## src/rtl/seg7_scan_driver.sv

```systemverilog
// Multiplexed 7-segment display driver. Holds NUM_DIGITS packed BCD digits
// and scans them one at a time onto a shared ABCDEFG segment bus. Display
// data changes only at frame boundaries, so one frame never mixes old and
// new digits. The driver also provides leading-zero suppression, decimal
// points, an anti-ghost blank window and selectable output polarity.
module seg7_scan_driver #(
  parameter int NUM_DIGITS   = 4,
  parameter int REFRESH_DIV  = 1000,
  parameter int BLANK_CYCLES = 0,
  parameter int COMMON_ANODE = 0
) (
  input  logic                    clk,
  input  logic                    rst_n,
  input  logic [4*NUM_DIGITS-1:0] bcd_in,
  input  logic [NUM_DIGITS-1:0]   dp_in,
  input  logic                    load,
  input  logic                    lz_blank,
  output logic [6:0]              Segment,
  output logic                    dp_out,
  output logic [NUM_DIGITS-1:0]   digit_en,
  output logic                    frame_done
);

  localparam int P_W = $clog2(REFRESH_DIV);
  localparam int K_W = (NUM_DIGITS > 1) ? $clog2(NUM_DIGITS) : 1;
  localparam logic [P_W-1:0] P_LAST = P_W'(REFRESH_DIV - 1);
  localparam logic [K_W-1:0] K_LAST = K_W'(NUM_DIGITS - 1);
  localparam logic INV = (COMMON_ANODE != 0);

  // ABCDEFG pattern for one BCD code; codes 10-15 leave all segments dark.
  function automatic logic [6:0] decode_seg(input logic [3:0] code);
    logic [6:0] seg;
    case (code)
      4'd0:    seg = 7'b1111110;
      4'd1:    seg = 7'b0110000;
      4'd2:    seg = 7'b1101101;
      4'd3:    seg = 7'b1111001;
      4'd4:    seg = 7'b0110011;
      4'd5:    seg = 7'b1011011;
      4'd6:    seg = 7'b1011111;
      4'd7:    seg = 7'b1110000;
      4'd8:    seg = 7'b1111111;
      4'd9:    seg = 7'b1111011;
      default: seg = 7'b0000000;
    endcase
    return seg;
  endfunction

  logic [P_W-1:0]          p;
  logic [K_W-1:0]          k;
  logic                    slot_end;
  logic                    frame_wrap;
  logic [4*NUM_DIGITS-1:0] pend_bcd;
  logic [NUM_DIGITS-1:0]   pend_dp;
  logic [4*NUM_DIGITS-1:0] disp_bcd;
  logic [NUM_DIGITS-1:0]   disp_dp;

  assign slot_end   = (p == P_LAST);
  assign frame_wrap = slot_end && (k == K_LAST);

  // Prescaler counts cycles within a slot; the digit index advances per slot.
  always_ff @(posedge clk or negedge rst_n) begin
    if (!rst_n) begin
      p <= '0;
      k <= '0;
    end else if (slot_end) begin
      p <= '0;
      k <= (k == K_LAST) ? '0 : k + 1'b1;
    end else begin
      p <= p + 1'b1;
    end
  end

  // Pending register takes every load; the display register is refreshed only
  // as the scan wraps to digit 0, bypassing pending when load coincides.
  always_ff @(posedge clk or negedge rst_n) begin
    if (!rst_n) begin
      pend_bcd <= '0;
      pend_dp  <= '0;
      disp_bcd <= '0;
      disp_dp  <= '0;
    end else begin
      if (load) begin
        pend_bcd <= bcd_in;
        pend_dp  <= dp_in;
      end
      if (frame_wrap) begin
        disp_bcd <= load ? bcd_in : pend_bcd;
        disp_dp  <= load ? dp_in  : pend_dp;
      end
    end
  end

  // ---- stage p0: combinational decode of the current slot ----
  logic [3:0]            digit_p0;
  logic                  dp_p0;
  logic [NUM_DIGITS-1:0] en_p0;
  logic [K_W-1:0]        msd_p0;
  logic                  suppress_p0;
  logic                  blank_p0;
  logic [6:0]            seg_p0;
  logic                  dp_out_p0;
  logic [NUM_DIGITS-1:0] en_out_p0;

  if (BLANK_CYCLES > 0) begin : g_blank
    assign blank_p0 = (p < P_W'(BLANK_CYCLES));
  end else begin : g_no_blank
    assign blank_p0 = 1'b0;
  end

  // Select the active digit, find the most significant non-zero digit and
  // gate everything off for suppressed digits or the anti-ghost window.
  always_comb begin
    digit_p0 = 4'd0;
    dp_p0    = 1'b0;
    en_p0    = '0;
    msd_p0   = '0;
    for (int i = 0; i < NUM_DIGITS; i++) begin
      if (k == K_W'(i)) begin
        digit_p0 = disp_bcd[4*i +: 4];
        dp_p0    = disp_dp[i];
        en_p0[i] = 1'b1;
      end
      if (disp_bcd[4*i +: 4] != 4'd0) begin
        msd_p0 = K_W'(i);
      end
    end
    suppress_p0 = lz_blank && (k > msd_p0);
    if (suppress_p0 || blank_p0) begin
      seg_p0    = 7'b0000000;
      dp_out_p0 = 1'b0;
      en_out_p0 = '0;
    end else begin
      seg_p0    = decode_seg(digit_p0);
      dp_out_p0 = dp_p0;
      en_out_p0 = en_p0;
    end
  end

  // ---- stage p1: registered pin outputs with polarity applied ----
  always_ff @(posedge clk or negedge rst_n) begin
    if (!rst_n) begin
      Segment    <= {7{INV}};
      dp_out     <= INV;
      digit_en   <= {NUM_DIGITS{INV}};
      frame_done <= 1'b0;
    end else begin
      Segment    <= seg_p0 ^ {7{INV}};
      dp_out     <= dp_out_p0 ^ INV;
      digit_en   <= en_out_p0 ^ {NUM_DIGITS{INV}};
      frame_done <= frame_wrap;
    end
  end

endmodule

```

## config.mk

```make
export PLATFORM = sky130hd
export DESIGN_NAME = seg7_scan_driver
export DESIGN_NICKNAME = d
export VERILOG_FILES = /design/src/rtl/seg7_scan_driver.sv
export SDC_FILE = /design/constraint.sdc
export NUM_CORES = 1
export LEC_CHECK = 0
export BUFFER_PORTS_ARGS = -buffer_cell sky130_fd_sc_hd__buf_2
export CAP_MARGIN = 10
export CORE_MARGIN = 1
export CORE_UTILIZATION = 45
export CTS_BUF_LIST = sky130_fd_sc_hd__clkbuf_16
export CTS_CLUSTER_DIAMETER = 100
export DETAILED_ROUTE_END_ITERATION = 10
export GPL_TIMING_DRIVEN = 0
export SYNTH_ARGS = -nofsm -noshare
export SYNTH_HDL_FRONTEND = slang
export SYNTH_SLANG_ARGS = --single-unit
```

## constraint.sdc

```tcl
create_clock -name clk -period 3.15 [get_ports clk]
set_clock_uncertainty 0.15 [all_clocks]
set_input_delay 0.315 -clock clk [delete_from_list [all_inputs] [get_ports clk]]
set_output_delay 0.315 -clock clk [all_outputs]
set_load 0.02 [all_outputs]
```

==> results of run 1 <==
-- where the power goes --
| part | total [W] | internal (W) | switching [W] |
|---|---|---|---|
| logic | 0.000161 | 0.0000810 | 0.0000801 |
| registers | 0.000903 | 0.000884 | 0.0000185 |
| clock network | 0.00112 | 0.000765 | 0.000354 |
| total | 0.00218 | 0.00173 | 0.000453 |
-- area by class of cell --
class / count / area (sq um) / area share [%]
multi-input combinational: 147 / 1345 / 36.15
clock inverter: 7 / 110.1 / 2.959
buffer: 10 / 92.59 / 2.488
tap: 77 / 96.34 / 2.589
timing repair buffer: 36 / 187.7 / 5.044
inverter: 10 / 37.54 / 1.009
clock buffer: 9 / 225.2 / 6.052
sequential: 65 / 1627 / 43.71
-- cell usage after synthesis, types with 2 or more instances --
master and number:
sky130_fd_sc_hd__a211o_1 4, sky130_fd_sc_hd__a211oi_1 3, sky130_fd_sc_hd__a21oi_1 5, sky130_fd_sc_hd__a221oi_1 2, sky130_fd_sc_hd__and2_1 4, sky130_fd_sc_hd__and2b_2 2
sky130_fd_sc_hd__and3_1 3, sky130_fd_sc_hd__buf_4 2, sky130_fd_sc_hd__buf_6 5, sky130_fd_sc_hd__clkbuf_1 2, sky130_fd_sc_hd__dfrtp_1 65, sky130_fd_sc_hd__ha_1 13
sky130_fd_sc_hd__inv_1 10, sky130_fd_sc_hd__mux2_2 23, sky130_fd_sc_hd__mux2_4 20, sky130_fd_sc_hd__mux2i_1 2, sky130_fd_sc_hd__nand2_1 11, sky130_fd_sc_hd__nand3_1 2
sky130_fd_sc_hd__nand3b_1 3, sky130_fd_sc_hd__nor2_1 6, sky130_fd_sc_hd__nor2b_1 3, sky130_fd_sc_hd__nor3b_1 3, sky130_fd_sc_hd__o2111ai_1 2, sky130_fd_sc_hd__o211ai_1 2
sky130_fd_sc_hd__o21ai_0 9, sky130_fd_sc_hd__o31ai_1 2, sky130_fd_sc_hd__or4_1 2, sky130_fd_sc_hd__xor2_1 4
-- critical path: stages, from the launching register on --
cell,delay (ns)
sky130_fd_sc_hd__dfrtp_1,0.40
sky130_fd_sc_hd__or4_1,0.56
sky130_fd_sc_hd__nor2_1,0.13
sky130_fd_sc_hd__ha_1,0.25
sky130_fd_sc_hd__and2b_2,0.21
sky130_fd_sc_hd__o211a_1,0.26
sky130_fd_sc_hd__or3_1,0.48
sky130_fd_sc_hd__o21ai_0,0.19
-- worst paths after layout --
path	from	to	slack [ns]
setup / recovery	disp_bcd[14]$_DFFE_PN0P_	Segment[2]$_DFF_PN0_	0.45
max in group asynchronous	rst_n	frame_done$_DFF_PN0_	1.85
hold reg to reg	p[0]$_DFF_PN0_	p[0]$_DFF_PN0_	0.30
min in group asynchronous	rst_n	pend_bcd[3]$_DFF_PN0_	0.47
hold / removal	bcd_in[5]	pend_bcd[5]$_DFF_PN0_	0.09
setup reg to reg	disp_bcd[14]$_DFFE_PN0P_	Segment[2]$_DFF_PN0_	0.45
-- cell families (layout without fill, tap and decap cells) --
| group | after synthesis | in the layout |
|---|---|---|
| adder cells (fa/ha/maj) | 13 | 13 |
| buffers and inverters | 20 | 72 |
| XOR/XNOR | 5 | 5 |
| AND/OR/NAND/NOR | 47 | 47 |
| flip-flops | 65 | 65 |
| multiplexers | 45 | 45 |
| AO/OA/AOI/OAI | 37 | 37 |
-- metal layers --
metal,share of wire (%),global-route usage (%),wire (um),vias up
li1,-,-,-,921
met1,50,24.51,2721,897
met2,44,24.71,2391,40
met3,4.0,4.280,214,9
met4,1.4,7.396,75,0
met5,0,0,0,-
-- state kept, by name, summed over array words and instances (netlist names), 2 cells and up --
signal,cells
disp_dp,4
pend_dp,4
p,10
pend_bcd,16
disp_bcd,16
Segment,7
k,2
digit_en,4
-- metrics by stage --
step | instances | hold WS [ns] | setup WS (ns)
after floorplan | 232 | -0.1306 | 0.6725
after global placement | 344 | 0.2925 | 0.4946
after detailed placement | 344 | 0.2915 | 0.4592
after CTS | 361 | 0.08584 | 0.4417
after global routing | 361 | 0.09048 | 0.2560
final | 361 | 0.08754 | 0.4457
==> results.toml, run 1 <==
[status]
run_status = "finished clean"

[grt]
largest_net_degree_at_the_start_of_global_routing = 66
grt_antenna_before_repair = 0
grt_overflow = 0
grt_pass1_wl_um = 9377
groute.usage.overall_pct = 17.11
grt_pass1_vias = 1895

[layout]
final_common_cell = "sky130_fd_sc_hd__dfrtp_1"
drive_above_1_share_pct = 38.03
finish.net_count = 316
area.growth.synth_to_final_pct = 19.97
filler_cell_count = 539
antenna_cells_inserted = 0
finish.utilization_pct = 57.29
post-route-cell-area_sq_um = 3721
final_cell_mix = "sky130_fd_sc_hd__dfrtp_1, sky130_fd_sc_hd__buf_2, sky130_fd_sc_hd__mux2_2, sky130_fd_sc_hd__mux2_4, sky130_fd_sc_hd__ha_1"

[routing]
ant_nets = 0
wl_um = 5403
drc = 0
detail_route.wl_per_cell_um = 14.97
via_count = 1867
detail_route.first_pass.iterations = 4
route.detailed.vias_per_inst = 5.172
detailedRoute.firstIterationViolations = 92

[clock_network]
cts_sinks = 65
cts_tree = "built"
clk_pin_slew_ns = 0.05
cts-htree-levels = 3
hold_buffers = 1
postCtsSetupRepairBufs = 0
cts_buffer_count = 9
cts-resized-gates = 0
worst_skew_pair.late_latency_ns = 0.33
clock_tree.buffer_depth = 2
clock_tree_root_buffer_cell = "sky130_fd_sc_hd__clkbuf_16"

[yosys]
yosys.area_share.simple_pct = 9.439
async_reset_ff_share_pct = 100.0
post_synth.cell_area_avg_sq_um = 13.37
synth_top_cell_by_area = "sky130_fd_sc_hd__dfrtp_1"
ys_types = 46
synthDominantCellAreaShare_pct = 52.44
mappedNetlistNets = 269
synth-compound-area-share_pct = 8.592
share_of_the_yosys_chip_area_belonging_to_registers_pct = 52.44
ys_seq_elements = 65
cell_count_after_synthesis = 232
ys.flop_type = "sky130_fd_sc_hd__dfrtp_1"
synth_enable_flop_cells = 0
xor_and_xnor_area_share_after_synthesis_pct = 1.412
fraction_of_synthesized_area_in_multiplexers_pct = 18.68
synthesis.area_sq_um = 3102
arithmetic_cell_share_of_the_synthesized_area_counting_full_adders_half_adders_and_majority_gates_pct = 5.244
synthesis.yosys.warnings = 0
synthTopCellsByArea = "sky130_fd_sc_hd__dfrtp_1, sky130_fd_sc_hd__mux2_4, sky130_fd_sc_hd__mux2_2, sky130_fd_sc_hd__ha_1, sky130_fd_sc_hd__buf_6"
dominant_combinational_cell_family_by_area_after_synthesis = "multiplexers"

[timing]
rsz_0062_raised_after_global_routing = "false"
achievable-frequency_mhz = 369.8
fin_tns_setup_ns = 0
slew_violations = 0
max-slew-margin-rel_pct = 45.87
worst_slew_pin_slew_ns = 0.8120
report.final.setup_viol = 0
timing.final.hold_violations = 0
final_period_minus_worst_setup_slack_ns = 2.704
layout_worst_path_cycle_share_pct = 85.85

[place]
gp_congestion = 0.7631
place.detailed.hpwl_um = 3617
portBuffers = 35
post_dp_cell_area_sq_um = 3376

[floorplan]
die_width_um = 85.02
fp.coreArea_sq_um = 6495
boundaryPins = 37
number_of_placement_rows = 29
die_height_um = 85.02
dieArea_sq_um = 7228
start_util_pct = 47.76

[power_and_ir_drop]
peak_supply_drop_mv = 0.3109
power_leakage_nw = 1.842
total_power_w = 0.002182
power-per-cell-area_nw_per_um2 = 586.5

[critical_path]
ff2ff_path_depth = 7
setup.worst_path.start_class = "register"
worst-endpoint-arrival_ns = 2.80
endpoint_kind = "register"
crit_type = "register to register"
cp_data_required_time_ns = 3.24
crit_path_max_fanout = 5

[flow_run]
timing.max_cap.violations = 0

[min_path]
worst_hold_path_type = "input pin to register"
whs_path_depth = 2
Note: power is estimated with default switching activity, not from simulation.
==> run 2: changes to the inputs <==
--- a/config.mk
+++ b/config.mk
@@ -5,6 +5,7 @@
 export SDC_FILE = /design/constraint.sdc
 export NUM_CORES = 1
 export LEC_CHECK = 0
+export ABC_AREA = 1
 export BUFFER_PORTS_ARGS = -buffer_cell sky130_fd_sc_hd__buf_2
 export CAP_MARGIN = 10
 export CORE_MARGIN = 1
==> run 2 against run 1 <==
Effect of this change:
- critical path depth rose by 4
- non-clock buffer count did not move
- register-to-register slack improved by 0.35 ns
- cell area fell by 4.1%
==> results.toml, run 2 <==
[power_and_ir_drop]
total_power_w = 0.001859
switching_share_pct = 20.47
power-per-cell-area_nw_per_um2 = 520.7
combinationalPowerShare_pct = 3.7
power_leakage_nw = 1.970
pwr-share-seq_pct = 46.5
clock_network_fraction_of_design_power_pct = 49.8
peak_supply_drop_mv = 0.3473
total_switching_power_w = 0.0003805
internal_power_w = 0.001478

[critical_path]
critical_path_buf_inv_count = 3
ff2ff_path_depth = 11
timing.critical_path.slowest_stage_cell = "sky130_fd_sc_hd__dfrtp_1"
max_stage_delay_ns = 0.40
critPathTopFamily = "simple AND/OR/NAND/NOR gates"
path_depth = 11
worst-endpoint-arrival_ns = 2.46
endpoint_kind = "register"
worstPathCellList = "inv_1 -> ha_1 -> inv_1 -> or2_2 -> nand3_1 -> nand2_1 -> inv_1 -> ha_1 -> nor2_1 -> nor2_1 -> nor2_1"
crit_type = "register to register"
setup.worst_path.start_class = "register"
cp_data_required_time_ns = 3.25
crit_path_max_fanout = 7

[layout]
largestRegisters = "disp_bcd x16, pend_bcd x16, p x10"
final_cell_mix = "sky130_fd_sc_hd__nand2_1, sky130_fd_sc_hd__dfrtp_1, sky130_fd_sc_hd__nor2_1, sky130_fd_sc_hd__buf_2, sky130_fd_sc_hd__inv_1"
antenna_cells_inserted = 0
finish.cell_count_without_fillers = 484
drive_above_1_share_pct = 17.94
finish.net_count = 439
final_common_cell = "sky130_fd_sc_hd__nand2_1"
finish.utilization_pct = 55.90
area.growth.synth_to_final_pct = 18.97

[yosys]
cell_count_after_synthesis = 354
mappedNetlistNets = 391
synthesis.area_sq_um = 3000
synth_enable_flop_cells = 0
post_synth.cell_area_avg_sq_um = 8.476
synth.top_cells.by_count = "sky130_fd_sc_hd__nand2_1, sky130_fd_sc_hd__dfrtp_1, sky130_fd_sc_hd__nor2_1"
async_reset_ff_share_pct = 100.0
ys.flop_type = "sky130_fd_sc_hd__dfrtp_1"
share_of_the_yosys_chip_area_belonging_to_registers_pct = 54.21
synth_top_cell_by_area = "sky130_fd_sc_hd__dfrtp_1"
synthesis.yosys.warnings = 0
ys_types = 26
synthDominantCellAreaShare_pct = 54.21
ys_seq_elements = 65
most_used_standard_cell_by_instance_count_after_synthesis = "sky130_fd_sc_hd__nand2_1"
synthTopCellsByArea = "sky130_fd_sc_hd__dfrtp_1, sky130_fd_sc_hd__nand2_1, sky130_fd_sc_hd__ha_1, sky130_fd_sc_hd__nor2_1, sky130_fd_sc_hd__inv_1"

[clock_network]
clk_pin_slew_ns = 0.05
cts_tree = "built"
cts-htree-levels = 3
postCtsSetupRepairBufs = 0
worst_skew_pair.late_latency_ns = 0.32
cts_buffer_count = 9
cts_sinks = 65
clock_tree_root_buffer_cell = "sky130_fd_sc_hd__clkbuf_16"
clock_tree.buffer_depth = 2
hold_buffers = 1
cts-resized-gates = 0

[routing]
detailedRoute.firstIterationViolations = 78
detail_route.wl_per_cell_um = 11.56
ant_nets = 0
route.met3.wl_um = 195
drc = 0
route.detailed.vias_per_inst = 4.616
met1Wirelength_um = 2924
highest_layer = "met4"
via_count = 2234
detail_route.first_pass.iterations = 4
detailed_routed_wire_length_on_met2_um = 2403
wl_um = 5595

[min_path]
whs_path_depth = 3
worst_hold_path_type = "input pin to register"

[timing]
worst_hold_slack_ns = 0.06846
timing.final.hold_violations = 0
slew_violations = 0
rsz_0062_raised_after_global_routing = "false"
worst_slew_pin_slew_ns = 0.7894
layout_worst_path_cycle_share_pct = 74.74
fin_tns_setup_ns = 0
achievable-frequency_mhz = 424.8
max-slew-margin-rel_pct = 47.37
final_period_minus_worst_setup_slack_ns = 2.354
report.final.setup_viol = 0

[grt]
grt_overflow = 0
groute.usage.overall_pct = 18.94
grt_antenna_before_repair = 0
largest_net_degree_at_the_start_of_global_routing = 66
grt_pass1_vias = 2265
grt_pass1_wl_um = 10430

[flow_run]
timing.max_cap.violations = 0

[floorplan]
dieArea_sq_um = 6998
fp.coreArea_sq_um = 6386
number_of_placement_rows = 29
boundaryPins = 37
die_width_um = 83.66
die_height_um = 83.66
start_util_pct = 46.98

[status]
run_status = "finished clean"

[place]
portBuffers = 36
gp_congestion = 0.8233
place_inst = 467
place.detailed.hpwl_um = 3907
==> run 2: cell types whose count changed after synthesis, sizes merged, moves of 4 or more <==
cell | previous run | this run
a211o | 5 | 0
o21ai | 11 | 5
a21oi | 5 | 14
mux2 | 43 | 0
inv | 10 | 27
nand3 | 2 | 11
nand2 | 12 | 159
nor2 | 6 | 36
and2 | 6 | 1
nor3 | 0 | 4
==> run 2: cell type report <==
| class | instances | area (sq um) |
|---|---|---|
| Buffer | 9 | 68.82 |
| Clock buffer | 9 | 225.2 |
| Clock inverter | 7 | 55.05 |
| Fill cell | 594 | 2816 |
| Inverter | 27 | 106.4 |
| Multi-Input combinational cell | 253 | 1199 |
| Sequential cell | 65 | 1627 |
| Tap cell | 77 | 96.34 |
| Timing Repair Buffer | 37 | 192.7 |
==> run 2: kinds of logic (layout without fill, tap and decap cells) <==
logic type / count (synthesis) / count (layout) / share of synthesized area (%)
AOI/OAI and AO/OA: 20 / 20 / 3.461
xor gates and xnor gates: 1 / 1 / 0.2920
adders and majority gates: 13 / 13 / 5.421
buffers and inverters: 36 / 89 / 5.838
DFF: 65 / 65 / 54.21
and+or+nand+nor: 219 / 219 / 30.78
==> run 2: per-layer routing <==
| layer | GRT usage (%) | vias up |
|---|---|---|
| met5 | 0 | - |
| met4 | 6.934 | 0 |
| met3 | 6.330 | 7 |
| met2 | 28.16 | 35 |
| met1 | 25.83 | 998 |
| li1 | - | 1194 |
==> run 2: power groups by stage <==
stage          combinational (W)  sequential, W  clock, W
2_1_floorplan          0.0000306       0.000877         0
3_3_place_gp           0.0000694       0.000878         0
3_5_place_dp           0.0000707       0.000878         0
4_1_cts                0.0000719       0.000864  0.000953
5_1_grt                0.0000835       0.000866  0.000992
6_report               0.0000690       0.000864  0.000925
==> run 2: through the flow <==
step / area [sq um] / setup WS (ns)
floorplan: 3000 / 1.054
global placement: 3277 / 0.7931
detailed placement: 3279 / 0.8133
CTS: 3570 / 0.7862
global route: 3570 / 0.5317
finish: 3570 / 0.7958
==> run 2: worst paths after layout <==
kind	start	endpoint	slack, ns
max	k[0]$_DFFE_PN0N_	Segment[3]$_DFF_PN0_	0.80
min	bcd_in[12]	pend_bcd[12]$_DFF_PN0_	0.07
min reg2reg	p[0]$_DFF_PN0_	p[0]$_DFF_PN0_	0.31
min in group asynchronous	rst_n	pend_bcd[1]$_DFF_PN0_	0.47
max in group asynchronous	rst_n	disp_bcd[11]$_DFFE_PN0P_	1.86
max reg2reg	k[0]$_DFFE_PN0N_	Segment[3]$_DFF_PN0_	0.80
==> run 2: worst register-to-register path, stage by stage, from the launching register on <==
cell                      delay [ns]
sky130_fd_sc_hd__dfrtp_1        0.40
sky130_fd_sc_hd__inv_1          0.17
sky130_fd_sc_hd__ha_1           0.28
sky130_fd_sc_hd__inv_1          0.15
sky130_fd_sc_hd__or2_2          0.29
sky130_fd_sc_hd__nand3_1        0.08
sky130_fd_sc_hd__nand2_1        0.11
sky130_fd_sc_hd__inv_1          0.13
sky130_fd_sc_hd__ha_1           0.24
sky130_fd_sc_hd__nor2_1         0.13
sky130_fd_sc_hd__nor2_1         0.06
sky130_fd_sc_hd__nor2_1         0.09
